$ cat src/rtl/midi_poly_tx.sv
// Polyphonic MIDI transmitter: turns key level changes and instrument changes into
// Note On/Off and Program Change messages with running status, sent as 8N1 serial.
module midi_poly_tx #(
    parameter int NKEYS          = 10,
    parameter int CLK_HZ         = 50000000,
    parameter int BAUD           = 31250,
    parameter int BASE_NOTE      = 60,
    parameter int CHANNEL        = 0,
    parameter int RUNNING_STATUS = 1
) (
    input  logic             clk,
    input  logic             rst,
    input  logic             ena,
    input  logic [NKEYS-1:0] key,
    input  logic [4:0]       pitchshift,
    input  logic [6:0]       volume,
    input  logic [6:0]       program_num,
    output logic             tx,
    output logic             busy
);

    localparam int BIT_CYC = CLK_HZ / BAUD;
    localparam int CW      = (BIT_CYC > 1) ? $clog2(BIT_CYC) : 1;
    localparam int IW      = (NKEYS > 1) ? $clog2(NKEYS) : 1;
    localparam logic [3:0] CH = 4'(CHANNEL);

    typedef enum logic [1:0] {S_IDLE, S_PICK, S_SEND} state_t;

    state_t            state, state_nx;
    logic [NKEYS-1:0]  key_q, sounding, pend;
    logic [6:0]        note_lat [NKEYS];
    logic [6:0]        prog_last;
    logic              prog_valid;
    logic [7:0]        last_status;
    logic              status_valid;
    logic [7:0]        msg [3];
    logic [1:0]        msg_len, byte_idx;
    logic [9:0]        frame;
    logic [3:0]        bit_cnt;
    logic [CW-1:0]     cyc_cnt;
    logic              busy_q;

    logic              prog_pend, any_pend, key_found, is_press, three, omit;
    logic [IW-1:0]     pick_idx;
    logic [8:0]        note_sum;
    logic [6:0]        note_new;
    logic [7:0]        status, d1, d2, m0, m1, m2;
    logic [1:0]        nx_len;
    logic              bit_end, frame_end, msg_end;

    assign prog_pend = ena && (!prog_valid || program_num != prog_last);
    assign pend      = ena ? (key_q ^ sounding) : sounding;
    assign any_pend  = prog_pend || (|pend);

    // Lowest-index pending key wins: scan downward so the last hit is the lowest.
    always_comb begin
        key_found = 1'b0;
        pick_idx  = '0;
        for (int i = NKEYS - 1; i >= 0; i--) begin
            if (pend[i]) begin
                key_found = 1'b1;
                pick_idx  = IW'(i);
            end
        end
    end

    assign note_sum = 9'(BASE_NOTE) + 9'(pick_idx) + {{4{pitchshift[4]}}, pitchshift};
    assign note_new = note_sum[8] ? 7'd0 : (note_sum[7] ? 7'h7f : note_sum[6:0]);
    assign is_press = ena && key_q[pick_idx];

    always_comb begin
        status = 8'h00;
        d1     = 8'h00;
        d2     = 8'h00;
        three  = 1'b0;
        if (prog_pend) begin
            status = {4'hC, CH};
            d1     = {1'b0, program_num};
        end else if (is_press) begin
            status = {4'h9, CH};
            d1     = {1'b0, note_new};
            d2     = {1'b0, volume};
            three  = 1'b1;
        end else begin
            status = {4'h8, CH};
            d1     = {1'b0, note_lat[pick_idx]};
            d2     = 8'h40;
            three  = 1'b1;
        end
        omit = (RUNNING_STATUS != 0) && status_valid && (status == last_status);
        if (omit) begin
            m0     = d1;
            m1     = d2;
            m2     = 8'h00;
            nx_len = three ? 2'd2 : 2'd1;
        end else begin
            m0     = status;
            m1     = d1;
            m2     = d2;
            nx_len = three ? 2'd3 : 2'd2;
        end
    end

    assign bit_end   = (cyc_cnt == CW'(BIT_CYC - 1));
    assign frame_end = bit_end && (bit_cnt == 4'd9);
    assign msg_end   = frame_end && (byte_idx == msg_len - 2'd1);

    always_ff @(posedge clk or posedge rst) begin
        if (rst) state <= S_IDLE;
        else     state <= state_nx;
    end

    always_comb begin
        state_nx = state;
        case (state)
            S_IDLE:  if (any_pend) state_nx = S_PICK;
            S_PICK:  state_nx = any_pend ? S_SEND : S_IDLE;
            S_SEND:  if (msg_end) state_nx = any_pend ? S_PICK : S_IDLE;
            default: state_nx = S_IDLE;
        endcase
    end

    always_ff @(posedge clk or posedge rst) begin
        if (rst) begin
            key_q        <= '0;
            sounding     <= '0;
            // NOTE: note_lat is reset so a Note Off can never carry a stale note after reset.
            for (int i = 0; i < NKEYS; i++) note_lat[i] <= 7'd0;
            prog_last    <= 7'd0;
            prog_valid   <= 1'b0;
            last_status  <= 8'h00;
            status_valid <= 1'b0;
            for (int i = 0; i < 3; i++) msg[i] <= 8'h00;
            msg_len      <= 2'd0;
            byte_idx     <= 2'd0;
            frame        <= '1;
            bit_cnt      <= 4'd0;
            cyc_cnt      <= '0;
            busy_q       <= 1'b0;
        end else begin
            key_q <= key;
            case (state)
                S_PICK: begin
                    if (any_pend) begin
                        msg[0]       <= m0;
                        msg[1]       <= m1;
                        msg[2]       <= m2;
                        msg_len      <= nx_len;
                        byte_idx     <= 2'd0;
                        frame        <= {1'b1, m0, 1'b0};
                        bit_cnt      <= 4'd0;
                        cyc_cnt      <= '0;
                        busy_q       <= 1'b1;
                        last_status  <= status;
                        status_valid <= 1'b1;
                        if (prog_pend) begin
                            prog_last  <= program_num;
                            prog_valid <= 1'b1;
                        end else if (is_press) begin
                            note_lat[pick_idx] <= note_new;
                            sounding[pick_idx] <= 1'b1;
                        end else if (key_found) begin
                            sounding[pick_idx] <= 1'b0;
                        end
                    end else begin
                        busy_q <= 1'b0;
                    end
                end
                S_SEND: begin
                    if (bit_end) begin
                        cyc_cnt <= '0;
                        if (bit_cnt == 4'd9) begin
                            if (!msg_end) begin
                                byte_idx <= byte_idx + 2'd1;
                                frame    <= {1'b1, msg[byte_idx + 2'd1], 1'b0};
                                bit_cnt  <= 4'd0;
                            end else begin
                                busy_q <= any_pend;
                            end
                        end else begin
                            frame   <= {1'b1, frame[9:1]};
                            bit_cnt <= bit_cnt + 4'd1;
                        end
                    end else begin
                        cyc_cnt <= cyc_cnt + CW'(1);
                    end
                end
                default: ;
            endcase
        end
    end

    assign tx   = (state == S_SEND) ? frame[0] : 1'b1;
    assign busy = busy_q;

endmodule
$ cat config.mk
export PLATFORM = sky130hd
export DESIGN_NAME = midi_poly_tx
export DESIGN_NICKNAME = d
export VERILOG_FILES = /design/src/rtl/midi_poly_tx.sv
export SDC_FILE = /design/constraint.sdc
export NUM_CORES = 1
export LEC_CHECK = 0
export ABC_AREA = 1
export ABC_CLOCK_PERIOD_IN_PS = 6700
export CAP_MARGIN = 10
export CORE_ASPECT_RATIO = 0.6
export CORE_MARGIN = 8
export CORE_UTILIZATION = 28
export DETAILED_ROUTE_END_ITERATION = 10
export SETUP_SLACK_MARGIN = 0.2
export SLEW_MARGIN = 40
export SYNTH_ARGS = -nofsm -noshare
export SYNTH_HDL_FRONTEND = slang
export SYNTH_SLANG_ARGS = --single-unit
$ cat constraint.sdc
create_clock -name clk -period 6.7 [get_ports clk]
set_input_delay 1.005 -clock clk [delete_from_list [all_inputs] [get_ports clk]]
set_output_delay 1.005 -clock clk [all_outputs]
set_load 0.02 [all_outputs]
==> impl_metrics.ini, run 1 <==
[status]
status = completed

[sta]
fin_crit_sh_pct = 85.0
hold_viol_final = 0
slew_violations = 0
setup_ws_ns = 1.01
fmax_mhz = 176
rsz0062_at_grt = no
skew_ns = 0.0119
whs_ns = 0.430
setup_viol = 0
tightest_slew_ns = 0.787
slew_headroom_pct = 47.4
fin_setup_tns_ns = 0
period_minus_slack_ns = 5.69

[critical_path]
critPathMaxStageDelay_ns = 0.80
path_class = primary input to flop
slowest_stage = clkdlybuf4s50_1
cp-end-kind = flop
r2r_cells = 20
crit_buf_inv = 5
critPathMostFrequentCell = inv_1
rr_endpoint = frame[3]
start_kind = primary input
arrival_ns = 6.05
r2r_slack_ns = 2.05
cp_cell_sequence = clkdlybuf4s50_1 > nand2_1 > xor2_2 > inv_1 > nor2_1 > nand3_1 > nor2_2 > inv_1 > ha_1 > ha_1 > a21oi_1 > nand2_1 > inv_1 > o31ai_1 > xnor2_1 > inv_1 > a31oi_1 > o21ai_0 > o21ai_0 > nand2_1 > a21boi_0
timing.rr.start = key_q[0]
worstPathRequired_ns = 7.06
crit_fanout = 14
cpLargestDelayFamily = buffers and inverters

[synth]
synth_ff_type = dfrtp_1
netlist_instances = 1020
synth-edff-count = 0
synth-seq-cells = 154
synth_fp_nets = 1069
syn-cell-area_sq_mm = 0.00799
synth-seq-area-share_pct = 48.4
avgSynthCellArea_sq_um = 7.83
ys_types = 45
yosysWarningCount = 0
synthArstFlopShare_pct = 100

[final_layout]
final_util_pct = 33.0
diodes = 0
drive_gt1_share_pct = 7.08
nets = 1110
syn_to_final_growth_pct = 17.3

[cts]
numCtsBuffers = 17
path_clk_slew_ns = 0.06
cts_resized = 0
cts_tree = yes
htreeDepth = 4
cts_root_buf = clkbuf_16
insertion_delay_ns = 0.44
clk_path_buf_depth = 2
hold_buffers = 0
postCtsSetupRepairBufs = 0
cts_sinks = 154

[detailed_routing]
first_iter_violations = 806
via_per_inst = 4.80
route.detailed.drc = 0
totalWireLength_mm = 23.4
drt-wirelength-per-cell_um = 16.1
vias = 6952
drtAntennaViolNets = 0
first_pass_iters = 5

[global_route]
grt_max_degree = 99
first_global_vias = 6414
grt_usage_pct = 14.1
antenna_found_initial = 0
grt_overflow = 0
grt_pass1_wl_mm = 37.5

[hold_path]
min_delay_worst_endpoint = state[0]
hold_path_class = flop to flop
hold_start = state[0]
hold_depth = 1

[die]
core_sq_mm = 0.0284
start_util_pct = 28.1
die_area_sq_mm = 0.0344
num_rows = 48
io_pins = 34
die_w_um = 234
die_y_um = 147

[run]
maxCapViolCount = 0

[placement]
dp_slack_ns = 0.740
numPortBuffers = 33
dp_hpwl_mm = 17.2
place_congestion = 0.904

[power_and_ir_drop]
power.density_mw_per_mm2 = 376
vdd_drop_max_v = 0.000214
finalPower_uw = 3520
p_leak_uw = 0.00435
-- per-layer routing --
| layer | track usage (%) | wire length [um] |
|---|---|---|
| met1 | 23.0 | 12600 |
| met2 | 16.5 | 8220 |
| met3 | 4.60 | 2300 |
| met4 | 3.76 | 249 |
| met5 | 0 | 0 |
-- worst max-delay path by stage --
stage,startpoint,to,slack (ns),cells after the start
floorplan,rst,async pin,1.56,1
global placement,ena,msg[20],0.66,23
detailed placement,ena,frame[2],0.74,21
CTS,ena,frame[3],1.18,21
global route,ena,frame[2],0.53,21
finish,ena,frame[3],1.01,21
-- per-stage QoR --
stage	area, sq um	std cells
final	9360	1449
after global routing	9360	1449
after CTS	9360	1449
after detailed placement	8810	1417
after global placement	8790	1417
after floorplan	7990	1020
-- layout make-up --
type	instances	area (sq um)
fill	2981	19000
sequential	154	3860
multi-input combinational	709	3520
inverter	128	488
clock buffer	25	485
tap	375	469
timing repair buffer	51	465
clock inverter	7	68.8
-- layout by cell type (no fill, tap or decap), types with 3 or more instances in the layout --
master,instances
mux2_2,3
nand4_1,17
nand2_1,303
o211ai_1,7
clkbuf_16,17
a21boi_0,5
o22ai_1,27
a21oi_1,37
clkbuf_1,5
xnor2_1,4
dfstp_2,9
nor2_1,67
o21ai_1,3
inv_1,122
o21ai_0,101
nand2_2,4
xor2_1,11
a31oi_1,4
nor3_1,11
clkdlybuf4s50_1,33
a211oi_1,11
clkbuf_8,3
clkinv_2,3
nand3b_1,4
dfrtp_1,145
nand3_1,48
ha_1,16
clkinv_1,3
buf_4,18
or2_2,5
-- cells in the mapped netlist, types with 2 or more instances --
cell,number,area share [%]
xor2_1,11,1.2
inv_1,123,5.8
nand3_1,48,3.0
dfrtp_1,145,45
xnor2_1,4,0.44
o32ai_1,2,0.22
buf_1,2,0.094
clkbuf_1,18,0.85
nand2_2,4,0.31
ha_1,16,2.5
nor2_1,68,3.2
clkinv_1,3,0.14
inv_2,2,0.094
o22ai_1,27,2.1
o21ai_1,3,0.19
buf_2,6,0.38
nor3_1,11,0.69
nand3b_1,4,0.38
o31ai_1,4,0.38
dfstp_2,9,3.0
mux2_2,3,0.42
a21boi_0,5,0.47
a21oi_1,37,2.3
a211oi_1,11,1.0
o211ai_1,7,0.66
nand4_1,17,1.3
a31oi_1,4,0.31
or2_2,5,0.39
buf_4,2,0.19
a221o_1,2,0.25
nand2_1,303,14
o21ai_0,101,6.3
-- flip-flops by register name, summed over array words and instances, names as in the netlist, named ones only --
name          count
note_lat         70
msg              22
cyc_cnt          11
key_q            10
frame             9
prog_last         7
bit_cnt           4
byte_idx          2
last_status       2
msg_len           2
state             2
busy              1
prog_valid        1
status_valid      1
-- logic make-up (layout without fill, tap and decap cells) --
group	Yosys count	count (layout)	synth area share (%)
buffers and inverters	157	211	7.66
AND/OR/NAND/NOR	467	467	24.3
flip-flops	154	154	48.4
XOR/XNOR	16	16	1.85
adder cells (fa/ha/maj)	17	17	2.76
multiplexers	4	4	0.548
AO/OA/AOI/OAI	205	205	14.5
-- power by group --
group	internal, uW	total, uW	switching, uW
logic	423	1420	998
clock network	539	923	384
registers	1100	1180	78.9
Power figures use the tool's default switching activity.
==> run 2, diff against run 1 <==
--- a/config.mk
+++ b/config.mk
@@ -6,7 +6,7 @@
 export NUM_CORES = 1
 export LEC_CHECK = 0
 export ABC_AREA = 1
-export ABC_CLOCK_PERIOD_IN_PS = 6700
+export ABC_CLOCK_PERIOD_IN_PS = 5050
 export CAP_MARGIN = 10
 export CORE_ASPECT_RATIO = 0.6
 export CORE_MARGIN = 8
==> constraint.sdc (replaced) <==
create_clock -name clk -period 5.05 [get_ports clk]
set_input_delay 0.7575 -clock clk [delete_from_list [all_inputs] [get_ports clk]]
set_output_delay 0.7575 -clock clk [all_outputs]
set_load 0.02 [all_outputs]
==> run 2 against run 1 <==
Against the previous run:
- clock power grew 45%
- sequential power grew 32%
- setup slack lost 0.20 ns
- register-to-register slack lost 1.1 ns
- largest power group unchanged
- combinational power grew 37%
- critical endpoint is now frame[5]
- clock skew shrank 0.0043 ns
- global-route usage grew 0.086 points
- via count grew 1.5%
==> impl_metrics.ini, run 2 (synthesized netlist as in run 1, its figures left out) <==
[power_and_ir_drop]
netSwitchingPower_uw = 1960
clkPwrFrac_pct = 27.5
seqPwrFrac_pct = 32.2
vdd_drop_max_v = 0.000276
internal-power_uw = 2890
p_leak_uw = 0.00445
power.density_mw_per_mm2 = 509
swShare_pct = 40.5
power_frac_comb_pct = 40.2

[sta]
fin_crit_sh_pct = 84.1
slew_violations = 0
fmax_mhz = 236
tightest_slew_ns = 0.785
slew_headroom_pct = 47.5
rsz0062_at_grt = no
period_minus_slack_ns = 4.25
hold_viol_final = 0
skew_ns = 0.00759
whs_ns = 0.432
setup_viol = 0

[detailed_routing]
vias = 7053
drt-wirelength-per-cell_um = 16.1
totalWireLength_mm = 23.6
drtAntennaViolNets = 0
route.detailed.drc = 0
via_per_inst = 4.83
first_pass_iters = 5
first_iter_violations = 884

[final_layout]
nets = 1122
final_util_pct = 33.5
final_common_cell = nand2_1
diodes = 0
layout_common_cells = nand2_1 (303), dfrtp_1 (145), inv_1 (122)
multi_input_area_sq_mm = 0.00352
regArea_sq_mm = 0.00386
fin_area_sq_mm = 0.00953
largest_register = note_lat
drive_gt1_share_pct = 8.20
reg_top3 = note_lat: 70 flops, msg: 22 flops, cyc_cnt: 11 flops
syn_to_final_growth_pct = 19.4
largest_register_ffs = 70
nFillCells = 2954

[run]
maxCapViolCount = 0

[die]
io_pins = 34
core_sq_mm = 0.0284
die_y_um = 147
start_util_pct = 28.1
die_area_sq_mm = 0.0344
num_rows = 48
die_w_um = 234

[placement]
numPortBuffers = 33
place_congestion = 0.870
dp_hpwl_mm = 17.0
placed_cell_area_sq_mm = 0.00891

[critical_path]
r2r_slack_ns = 0.95
arrival_ns = 4.61
r2r_cells = 24
start_kind = primary input
crit_fanout = 12
cp-end-kind = flop
worstPathRequired_ns = 5.42
path_class = primary input to flop

[global_route]
first_global_vias = 6668
grt_max_degree = 87
grt_overflow = 0
grt_usage_pct = 14.2
antenna_found_initial = 0
grt_pass1_wl_mm = 37.8

[cts]
path_clk_slew_ns = 0.06
cts_sinks = 154
cts_root_buf = clkbuf_16
postCtsSetupRepairBufs = 0
numCtsBuffers = 17
clk_path_buf_depth = 2
insertion_delay_ns = 0.44
cts_tree = yes
htreeDepth = 4
hold_buffers = 0

[hold_path]
hold_path_class = flop to flop
hold_depth = 1

[status]
status = completed
run 2: final cells by class:
cell class	count	share of cell area, %
Tap cell	375	4.92
Sequential cell	154	40.6
Timing Repair Buffer	63	6.12
Inverter	128	5.08
Clock buffer	25	5.20
Multi-Input combinational cell	709	36.9
Clock inverter	7	1.18
run 2: critical path: stages:
cell	delay (ns)
clkbuf_2	0.22
nand2_1	0.11
xor2_1	0.19
nand2_1	0.09
nor3_1	0.25
nand3_1	0.13
nor2_2	0.12
inv_1	0.12
ha_1	0.32
ha_1	0.37
nand3_1	0.13
nand2_1	0.12
inv_1	0.06
o31ai_1	0.34
xnor2_2	0.21
o31ai_1	0.23
inv_1	0.15
nand3_1	0.08
nand2_1	0.12
nand2_1	0.06
nand2_1	0.08
nand2_1	0.05
nand2_1	0.09
nand2_1	0.06
a21oi_1	0.16
run 2: final timing paths:
path | start | endpoint
hold / removal | state[0] | state[0]
hold reg to reg | state[0] | state[0]
setup reg to reg | key_q[7] | frame[5]
min in group asynchronous | rst | key_q[9]
setup / recovery | ena | frame[5]
max in group asynchronous | rst | frame[6]
run 2: layer usage:
layer  track usage [%]  part of all wire [%]  wire (um)  vias up
met5                 0                     0          0        -
met4              4.23                   1.0        247        0
met3              4.20                   9.6       2260       22
met2              17.1                    37       8690      262
met1              22.8                    52      12400     3336
li1                  -                     -          -     3433
run 2: what timing repair did:
action                                 4_1_cts  5_1_grt
endpoints found under the hold margin        0        0
resized for setup                            0        3
setup endpoints to repair                    0       45
run 2: stage by stage:
| stage | setup TNS, ns | cells | setup slack (ns) | power [uW] |
|---|---|---|---|---|
| 2_1_floorplan | 0 | 1020 | 0.509 | 2810 |
| 3_3_place_gp | 0 | 1428 | 0.0918 | 3470 |
| 3_5_place_dp | -0.638 | 1429 | -0.187 | 3490 |
| 4_1_cts | 0 | 1461 | 0.258 | 4850 |
| 5_1_grt | 0 | 1461 | 0.361 | 5170 |
| 6_report | 0 | 1461 | 0.804 | 4850 |
run 2: power groups by stage:
stage	Sequential, uW	Combinational [uW]	Clock, uW
detailed placement	1580	1910	0
finish	1560	1950	1340
global route	1590	2180	1410
CTS	1560	1920	1370
floorplan	1560	1250	0
global placement	1580	1880	0
